==> src/rtl/chess_timer_pkg.sv <==
// rtl/chess_timer_pkg.sv - shared types and constants for the chess timer minutes stage
package chess_timer_pkg;

    localparam int MAX_MIN = 99;
    localparam int MIN_W   = 7;
    localparam int SEC_W   = 6;

    typedef enum logic [1:0] {
        ST_IDLE    = 2'd0,
        ST_RUNNING = 2'd1,
        ST_PAUSED  = 2'd2,
        ST_EXPIRED = 2'd3
    } state_t;

endpackage

==> src/rtl/toggle_detect.sv <==
// rtl/toggle_detect.sv - turns the seconds-stage toggle carry into a one-cycle borrow pulse
module toggle_detect (
    input  logic clk,
    input  logic reset,
    input  logic sec_carry,
    output logic borrow
);

    logic carry_q;

    // Track the carry level every cycle, reset included, so that releasing
    // reset never sees a stale level and reports a borrow that did not happen.
    always_ff @(posedge clk) begin
        carry_q <= sec_carry;
    end

    // Any level change is one seconds wrap; nothing is reported while in reset.
    assign borrow = ~reset & (sec_carry ^ carry_q);

endmodule

==> src/rtl/counter_min.sv <==
// rtl/counter_min.sv - minutes countdown stage with run/pause/expire control and preset load
module counter_min #(
    parameter int MAX_MIN = chess_timer_pkg::MAX_MIN,
    parameter int MIN_W   = chess_timer_pkg::MIN_W
) (
    input  logic                              clk,
    input  logic                              reset,
    input  logic                              sec_carry,
    input  logic [chess_timer_pkg::SEC_W-1:0] sec_value,
    input  logic                              load,
    input  logic [MIN_W-1:0]                  preset_min,
    input  logic                              run,
    output logic [MIN_W-1:0]                  minutes,
    output logic                              running,
    output logic                              flag,
    output logic                              flag_pulse
);

    import chess_timer_pkg::*;

    localparam logic [MIN_W-1:0] MAX_MIN_V = MIN_W'(MAX_MIN);

    state_t           state_q, state_d;
    logic [MIN_W-1:0] min_q, min_d;
    logic             flag_q, flag_d;
    logic             pulse_q, pulse_d;
    logic             borrow;
    logic             min_zero;
    logic             sec_zero;
    logic [MIN_W-1:0] preset_clamped;

    toggle_detect u_toggle_detect (
        .clk       (clk),
        .reset     (reset),
        .sec_carry (sec_carry),
        .borrow    (borrow)
    );

    assign min_zero       = (min_q == '0);
    assign sec_zero       = (sec_value == '0);
    assign preset_clamped = (preset_min > MAX_MIN_V) ? MAX_MIN_V : preset_min;

    // Next state and next minutes; load overrides everything, and in RUNNING
    // a pause request wins over expiry and decrement in the same cycle.
    always_comb begin
        state_d = state_q;
        min_d   = min_q;
        flag_d  = flag_q;
        if (load) begin
            state_d = ST_IDLE;
            min_d   = preset_clamped;
            flag_d  = 1'b0;
        end else begin
            case (state_q)
                ST_IDLE, ST_PAUSED: begin
                    if (run) begin
                        state_d = ST_RUNNING;
                    end
                end
                ST_RUNNING: begin
                    if (!run) begin
                        state_d = ST_PAUSED;
                    end else if (min_zero && (borrow || sec_zero)) begin
                        state_d = ST_EXPIRED;
                        flag_d  = 1'b1;
                    end else if (borrow) begin
                        min_d = min_q - MIN_W'(1);
                    end
                end
                ST_EXPIRED: begin
                    min_d  = '0;
                    flag_d = 1'b1;
                end
                default: begin
                    state_d = ST_IDLE;
                end
            endcase
        end
    end

    // The strobe is registered so it lines up with the first EXPIRED cycle.
    always_comb begin
        pulse_d = (state_d == ST_EXPIRED) && (state_q != ST_EXPIRED);
    end

    // State register; reset dominates load, run and borrow.
    always_ff @(posedge clk) begin
        if (reset) begin
            state_q <= ST_IDLE;
            min_q   <= '0;
            flag_q  <= 1'b0;
            pulse_q <= 1'b0;
        end else begin
            state_q <= state_d;
            min_q   <= min_d;
            flag_q  <= flag_d;
            pulse_q <= pulse_d;
        end
    end

    assign minutes    = min_q;
    assign running    = (state_q == ST_RUNNING);
    assign flag       = flag_q;
    assign flag_pulse = pulse_q;

endmodule

==> config.mk <==
export PLATFORM = sky130hd
export DESIGN_NAME = counter_min
export DESIGN_NICKNAME = d
export VERILOG_FILES = /design/src/rtl/chess_timer_pkg.sv /design/src/rtl/toggle_detect.sv /design/src/rtl/counter_min.sv
export SDC_FILE = /design/constraint.sdc
export NUM_CORES = 1
export LEC_CHECK = 0
export CAP_MARGIN = 40
export CELL_PAD_IN_SITES_DETAIL_PLACEMENT = 1
export CELL_PAD_IN_SITES_GLOBAL_PLACEMENT = 2
export CORE_UTILIZATION = 27
export CTS_BUF_LIST = sky130_fd_sc_hd__clkbuf_8
export DETAILED_ROUTE_END_ITERATION = 7
export PLACE_DENSITY_LB_ADDON = 0.1
export SLEW_MARGIN = 20
export SYNTH_ARGS = -nofsm -noshare
export SYNTH_HDL_FRONTEND = slang
export SYNTH_SLANG_ARGS = --single-unit
==> constraint.sdc <==
create_clock -name clk -period 3.7 [get_ports clk]
set_input_delay 0.37 -clock clk [delete_from_list [all_inputs] [get_ports clk]]
set_output_delay 0.37 -clock clk [all_outputs]
set_load 0.01 [all_outputs]
==> implementation parameters, run 1 <==
Parameter                              Value

Timing
  Hold Vio Cnt, Final ... 0
  Skew final ... 0.00205 ns
  Hold slack final ... 0.528 ns
  Final period utilization ... 59.3%
  Final Max Slew Viols ... 0
  Setup repair after global routing missed its margin ... false
  Final setup violation count ... 0
  Worst-Margin Slew ... 0.771 ns
  Minimum clock period after layout ... 2.20 ns
  Post-Route Setup TNS ... 0 ns
  Highest clock frequency the design can meet ... 0.455 GHz
  Slew margin rel. ... 48.2%

Setup path
  Cell family contributing the most delay on the critical path ... simple AND/OR/NAND/NOR gates
  Startpoint of the lowest-slack register-to-register path ... state_q[0]
  Startpoint kind of the worst setup timing path ... primary input
  Slowest cell delay on critical path ... 0.76 ns
  Worst-case reg-to-reg path depth ... 4
  Type of the worst setup path ... in -> reg
  Cell Chain, Critical Path ... clkdlybuf4s50_1 -> nor3_1 -> a21oi_1 -> o32ai_1
  Number of buffer and inverter instances along the worst setup path ... 1
  Data arrival, critical path ... 2.34 ns
  Path length in cells of the critical path ... 4
  CP required ... 3.84 ns
  End of the worst register-to-register path ... minutes[3]
  Critical path capture point ... minutes[3]
  Reg2reg setup slack ... 1.85 ns
  Crit Path Max Fanout ... 14
  Slowest CP cell ... sky130_fd_sc_hd__nor3_1
  Worst setup EP type ... flop
  Launch point of the critical path ... reset

Drt
  TritonRoute pass-1 iters ... 4
  Total vias in the final route ... 852
  Detailed-route DRC error count ... 0
  Final ANT Viol Nets ... 0
  Number of DRC violations after detailed-routing iteration 0 ... 4
  Via-per-instance ratio ... 5.57
  Routed Wire Length ... 2500 um
  Routed wire per std cell ... 16.3 um

Worst hold path
  Class of the tightest hold or removal check ... reg -> reg
  Worst min-delay path startpoint ... minutes[0]

Synthesis
  Mean post-synth cell area ... 8.27 um^2
  Nets in the synthesized netlist ... 114
  Top_reg_cell synth ... sky130_fd_sc_hd__dfxtp_1
  Post-synthesis instance area ... 777 um^2
  Number of unique standard cell types used by synthesis ... 39
  Area share of the largest cell type after synthesis ... 30.9%
  Synthesized netlist cell count ... 94
  Proportion of synthesized flip-flops having asynchronous set or reset ... 0%
  Number of flops mapped to enable cells by yosys ... 0
  Yosys warning total ... 0
  Biggest area contributors in the synthesized netlist ... sky130_fd_sc_hd__dfxtp_1 (31%), sky130_fd_sc_hd__nand2_1 (3.4%), sky130_fd_sc_hd__nor2_1 (3.4%)
  Most area-hungry cell type in the Yosys netlist ... sky130_fd_sc_hd__dfxtp_1
  Share of the yosys chip area belonging to registers ... 30.9%
  Flops & latches, synth ... 12

Power
  Psw ... 114 uW
  Fraction of power consumed by the clock network ... 37.6%
  Comb power frac ... 25.3%
  Part of the total power dissipated in sequential elements ... 37.1%
  Internal power summed over all cells ... 282 uW
  Worst voltage drop across the vdd grid ... 0.137 mV
  Final Total Pwr ... 396 uW
  Fraction of power spent switching nets ... 28.9%
  Power density over the cells ... 351 mW/mm^2
  Leakage power total ... 0.384 nW

GRT
  Via count of the first global-routing pass ... 806
  Gr ovfl total ... 0
  Global-route wire length before repair ... 4080 um
  Antenna violations before repair ... 0
  Total GRT Usage ... 16.7%
  Largest net degree at the start of global routing ... 16

Place
  Routability Congestion ... 0.798
  Placed wire-length estimate ... 1910 um
  Number of port buffers ... 27
  Placement Cell Area ... 0.00107 mm^2

Floorplan
  Cell Rows ... 19
  Number of top-level design ports ... 28
  Die outline width ... 55.6 um
  Die Area ... 0.00310 mm^2
  Height of the die ... 55.6 um
  Starting Density ... 28.4%
  Core Footprint ... 0.00273 mm^2

Layout
  Area growth from synthesis to final layout ... 45.4%
  Finished layout cell area ... 0.00113 mm^2
  Number of antenna cells inserted ... 0
  Fraction of layout instances using a drive strength above 1 ... 10.7%
  Final cell utilization of the core ... 41.3%
  Final layout net count ... 143

Clock tree
  Clock-pin slew on the worst setup and hold paths ... 0.06 ns
  Clock network latency to the later pin of the worst-skew pair ... 0.25 ns
  Quantity of hold-fixing buffers added after cts ... 0
  Clock root cell ... sky130_fd_sc_hd__clkbuf_8
  H-tree lvl count ... 1
  Clock tree from TritonCTS ... built
  CTS Sinks ... 12
  Resize count post-CTS ... 0
  Clock buffer depth ... 2
  Post-CTS repair timing setup buffer count ... 0
  Num CTS Buffers ... 3

Flow run
  Total of max-cap violations ... 0

Outcome
  Run status ... complete, no violations
per-stage QoR:
stage                     setup WS (ns)  std cells
final                              1.50        153
after global routing               1.41        153
after CTS                          1.52        153
after detailed placement           1.29        149
after global placement             1.16        148
after floorplan                    2.07         94
registers in the layout, summed over array words and instances (netlist names):
signal / cells
minutes: 7
state_q: 2
flag: 1
flag_pulse: 1
u_toggle_detect.carry_q: 1
cells in the final DEF (no fill, tap or decap), drive strengths merged, types with 2 or more instances in the layout:
cell type / n
a32oi: 3
clkbuf: 4
inv: 5
a21oi: 3
o21ai: 3
clkdlybuf4s50: 27
o32ai: 2
nand4: 2
or2: 2
nor3: 4
dfxtp: 12
a211oi: 3
or3: 2
o211ai: 3
ha: 2
nand3b: 2
nand3: 6
nor2: 7
nand2: 7
a31oi: 4
nor4: 3
synth_stat cells, types with 2 or more instances:
master	count
sky130_fd_sc_hd__a31oi_1	4
sky130_fd_sc_hd__nand3b_1	2
sky130_fd_sc_hd__nor3_1	4
sky130_fd_sc_hd__inv_1	5
sky130_fd_sc_hd__or3_1	2
sky130_fd_sc_hd__a21oi_1	3
sky130_fd_sc_hd__clkbuf_1	2
sky130_fd_sc_hd__nor2_1	7
sky130_fd_sc_hd__nand4_1	2
sky130_fd_sc_hd__ha_1	2
sky130_fd_sc_hd__a211oi_1	3
sky130_fd_sc_hd__nor4_1	3
sky130_fd_sc_hd__nand2_1	7
sky130_fd_sc_hd__or2_2	2
sky130_fd_sc_hd__o211ai_1	3
sky130_fd_sc_hd__a32oi_1	3
sky130_fd_sc_hd__o21ai_0	3
sky130_fd_sc_hd__dfxtp_1	12
sky130_fd_sc_hd__nand3_1	5
area by class of cell:
class / instances / area (um^2)
repair buffers: 28 / 275
flip-flops and latches: 12 / 240
multi-input cells: 73 / 502
inverters: 5 / 18.8
clock buffers: 4 / 55.1
fillers: 332 / 1600
well taps: 31 / 38.8
worst min-delay path by stage:
stage,depth (start not counted),slack [ns],end
2_1_floorplan,0,0.40,u_toggle_detect.carry_q
3_3_place_gp,2,0.53,minutes[0]
3_5_place_dp,2,0.52,minutes[0]
4_1_cts,2,0.53,minutes[0]
5_1_grt,2,0.57,minutes[0]
6_report,2,0.53,minutes[0]
power groups by stage:
| stage | sequential [mW] | combinational (mW) | clock [mW] |
|---|---|---|---|
| 2_1_floorplan | 0.149 | 0.0503 | 0 |
| 3_3_place_gp | 0.150 | 0.0996 | 0 |
| 3_5_place_dp | 0.150 | 0.0992 | 0 |
| 4_1_cts | 0.147 | 0.100 | 0.153 |
| 5_1_grt | 0.149 | 0.108 | 0.162 |
| 6_report | 0.147 | 0.100 | 0.149 |
per-layer routing:
layer	vias up	wire (um)	part of all wire (%)	GRT usage, %
li1	426	-	-	-
met1	405	1270	51	23.7
met2	18	1110	44	25.6
met3	3	101	4.0	3.49
met4	0	21	0.84	4.29
met5	-	0	0	0
cell families after synthesis:
logic type / Yosys count / share of synthesized area (%)
and+or+nand+nor: 41 / 30.6
AOI/OAI and AO/OA: 29 / 29.6
xor gates and xnor gates: 1 / 1.13
buffers and inverters: 9 / 4.51
DFF: 12 / 30.9
adders and majority gates: 2 / 3.22
tightest hold or removal path, delay by kind of cell (launching register included):
family          cells  cell delay, ns
flops               1            0.34
simple gates        1            0.07
compound gates      1            0.07
No activity file was read; power rests on OpenSTA's default activity.
==> run 2: changes to the inputs <==
Settings changed: CORE_UTILIZATION 27 to 23.
Clock period 3.7 ns to 1.8 ns, I/O delays scaled along.
==> run 2 against run 1 <==
Critical path depth down 1. Design area up 7.5%. Final cell count up 14%. Hold slack worse by 0.085 ns. Non-clock buffer count up 8. Via count up 5.4%. Critical endpoint is now running.
==> implementation parameters, run 2 (synthesis gave the netlist of run 1 again) <==
Parameter                              Value

Outcome
  Run status ... complete, no violations (unchanged)

Timing
  Minimum clock period after layout ... 1.68 ns
  Final Max Slew Viols ... 0 (unchanged)
  Final setup violation count ... 0 (unchanged)
  Skew final ... 0.00192 ns (was 0.00205 ns)
  Hold slack final ... 0.443 ns (was 0.528 ns)
  Worst Setup Slack, final ... 0.122 ns (was 1.50 ns)
  Post-Route Setup TNS ... 0 ns (unchanged)
  Worst-Margin Slew ... 0.425 ns (was 0.771 ns)
  Highest clock frequency the design can meet ... 0.596 GHz
  Slew margin rel. ... 71.4% (was 48.2%)
  Setup repair after global routing missed its margin ... false (unchanged)
  Final period utilization ... 93.2%
  Hold Vio Cnt, Final ... 0 (unchanged)

Clock tree
  Quantity of hold-fixing buffers added after cts ... 0 (unchanged)
  Clock buffer depth ... 2 (unchanged)
  Resize count post-CTS ... 0 (unchanged)
  H-tree lvl count ... 1 (unchanged)
  Post-CTS repair timing setup buffer count ... 0 (unchanged)
  Clock tree from TritonCTS ... built (unchanged)
  Clock-pin slew on the worst setup and hold paths ... 0.06 ns (about the same)
  CTS Sinks ... 12 (unchanged)
  Clock root cell ... sky130_fd_sc_hd__clkbuf_8 (unchanged)
  Clock network latency to the later pin of the worst-skew pair ... 0.24 ns (was 0.25 ns)
  Num CTS Buffers ... 3 (unchanged)

Setup path
  Type of the worst setup path ... reg -> out (was in -> reg)
  Slowest cell delay on critical path ... 0.55 ns (was 0.76 ns)
  Slowest CP cell ... sky130_fd_sc_hd__clkdlybuf4s50_1 (was sky130_fd_sc_hd__nor3_1)
  Startpoint of the lowest-slack register-to-register path ... minutes[1] (was state_q[0])
  Cell Chain, Critical Path ... inv_1 -> nor2_1 -> clkdlybuf4s50_1 (was clkdlybuf4s50_1 -> nor3_1 -> a21oi_1 -> o32ai_1)
  Worst setup EP type ... primary output (was flop)
  Reg2reg setup slack ... 0.14 ns (was 1.85 ns)
  Data arrival, critical path ... 1.50 ns (was 2.34 ns)
  Worst-case reg-to-reg path depth ... 6 (was 4)
  Crit Path Max Fanout ... 9 (was 14)
  CP required ... 1.62 ns (was 3.84 ns)
  Startpoint kind of the worst setup timing path ... flop (was primary input)
  End of the worst register-to-register path ... minutes[4] (was minutes[3])

Worst hold path
  Hold Crit Endpoint ... u_toggle_detect.carry_q (was minutes[0])
  Hold path depth ... 1 (was 2)
  Worst min-delay path startpoint ... sec_carry (was minutes[0])
  Class of the tightest hold or removal check ... in -> reg (was reg -> reg)

Floorplan
  Die Area ... 0.00361 mm^2 (was 0.00310 mm^2)
  Cell Rows ... 20 (was 19)
  Height of the die ... 60.1 um (was 55.6 um)
  Core Footprint ... 0.00313 mm^2 (was 0.00273 mm^2)
  Number of top-level design ports ... 28 (unchanged)
  Die outline width ... 60.1 um (was 55.6 um)
  Starting Density ... 24.8% (was 28.4%)

Layout
  Final layout net count ... 151 (was 143)
  Filler Cells Inserted ... 385 (was 332)
  Highest-count cells in the layout ignoring fill and taps ... sky130_fd_sc_hd__clkdlybuf4s50_1 (27), sky130_fd_sc_hd__dfxtp_1 (12), sky130_fd_sc_hd__buf_4 (9) (was sky130_fd_sc_hd__clkdlybuf4s50_1 (27), sky130_fd_sc_hd__dfxtp_1 (12), sky130_fd_sc_hd__nor2_1 (7), sky130_fd_sc_hd__nand2_1 (7))
  Most frequent standard cell in the layout excluding fill and tap cells ... sky130_fd_sc_hd__clkdlybuf4s50_1 (unchanged)
  Flip-flop count of the largest register after layout ... 7 (unchanged)
  Fraction of layout instances using a drive strength above 1 ... 16.9% (was 10.7%)
  Area growth from synthesis to final layout ... 56.4% (was 45.4%)
  Number of antenna cells inserted ... 0 (unchanged)

Flow run
  Total of max-cap violations ... 0 (unchanged)

GRT
  Largest net degree at the start of global routing ... 10 (was 16)
  Antenna violations before repair ... 0 (unchanged)
  Total GRT Usage ... 16.3% (was 16.7%)
  Via count of the first global-routing pass ... 906 (was 806)
  Global-route wire length before repair ... 4240 um (was 4080 um)
  Gr ovfl total ... 0 (unchanged)

Place
  Routability Congestion ... 0.754 (was 0.798)
  Number of port buffers ... 27 (unchanged)
  Setup Slack @ Placement ... -0.135 ns (was 1.29 ns)
  Placed wire-length estimate ... 2070 um (was 1910 um)

Drt
  Via-per-instance ratio ... 5.16 (was 5.57)
  Detailed-route DRC error count ... 0 (unchanged)
  Total vias in the final route ... 898 (was 852)
  Final ANT Viol Nets ... 0 (unchanged)
  TritonRoute pass-1 iters ... 3 (was 4)
  Number of DRC violations after detailed-routing iteration 0 ... 10 (was 4)
  Routed wire per std cell ... 15.4 um (was 16.3 um)
  Routed Wire Length ... 2670 um (was 2500 um)

Power
  Worst voltage drop across the vdd grid ... 0.208 mV (was 0.137 mV)
  Final Total Pwr ... 832 uW (was 396 uW)
  Leakage power total ... 0.426 nW (was 0.384 nW)
  Power density over the cells ... 685 mW/mm^2 (was 351 mW/mm^2)
==> run 2: metal layers <==
layer | global-route usage (%) | part of all wire, % | routed length, um | vias up
met4 | 5.98 | 0.79 | 21 | 0
met3 | 3.68 | 3.4 | 91 | 2
met5 | 0 | 0 | 0 | -
met1 | 19.9 | 47 | 1250 | 432
li1 | - | - | - | 446
met2 | 27.6 | 49 | 1310 | 18
==> run 2: final cells by class <==
type	count	area (um^2)	area share (%)
Clock buffer	4	55.1	4.53
Inverter	5	18.8	1.54
Multi-Input combinational cell	73	508	41.8
Sequential cell	12	240	19.8
Tap cell	44	55.1	4.53
Timing Repair Buffer	36	338	27.8
==> run 2: per-stage QoR <==
step	std cells	util [%]	area, um^2
floorplan	94	-	777
finish	174	38.8	1210
global route	174	38.8	1210
CTS	174	38.6	1210
detailed placement	170	36.9	1150
global placement	170	36.9	1150
==> run 2: worst max-delay path, delay by kind of cell (launching register included) <==
family,cells,cell delay (ns)
buffers and inverters,2,0.65
DFF,1,0.50
and+or+nand+nor,1,0.12
==> run 2: power by group <==
part	switching, mW	internal [mW]
registers	0.0191	0.281
logic	0.108	0.118
clock network	0.113	0.194
==> run 2: how the worst max path moves through the flow <==
stage | from | endpoint | slack [ns] | cells past startpoint
after global placement | sec_value[1] | flag | -0.1 | 5
final | state_q[0] | running | 0.12 | 3
after CTS | sec_value[1] | flag | 0.11 | 5
after floorplan | minutes[0] | minutes[4] | 0.22 | 6
after detailed placement | sec_value[1] | flag | -0.14 | 5
after global routing | state_q[0] | running | 0.006 | 3
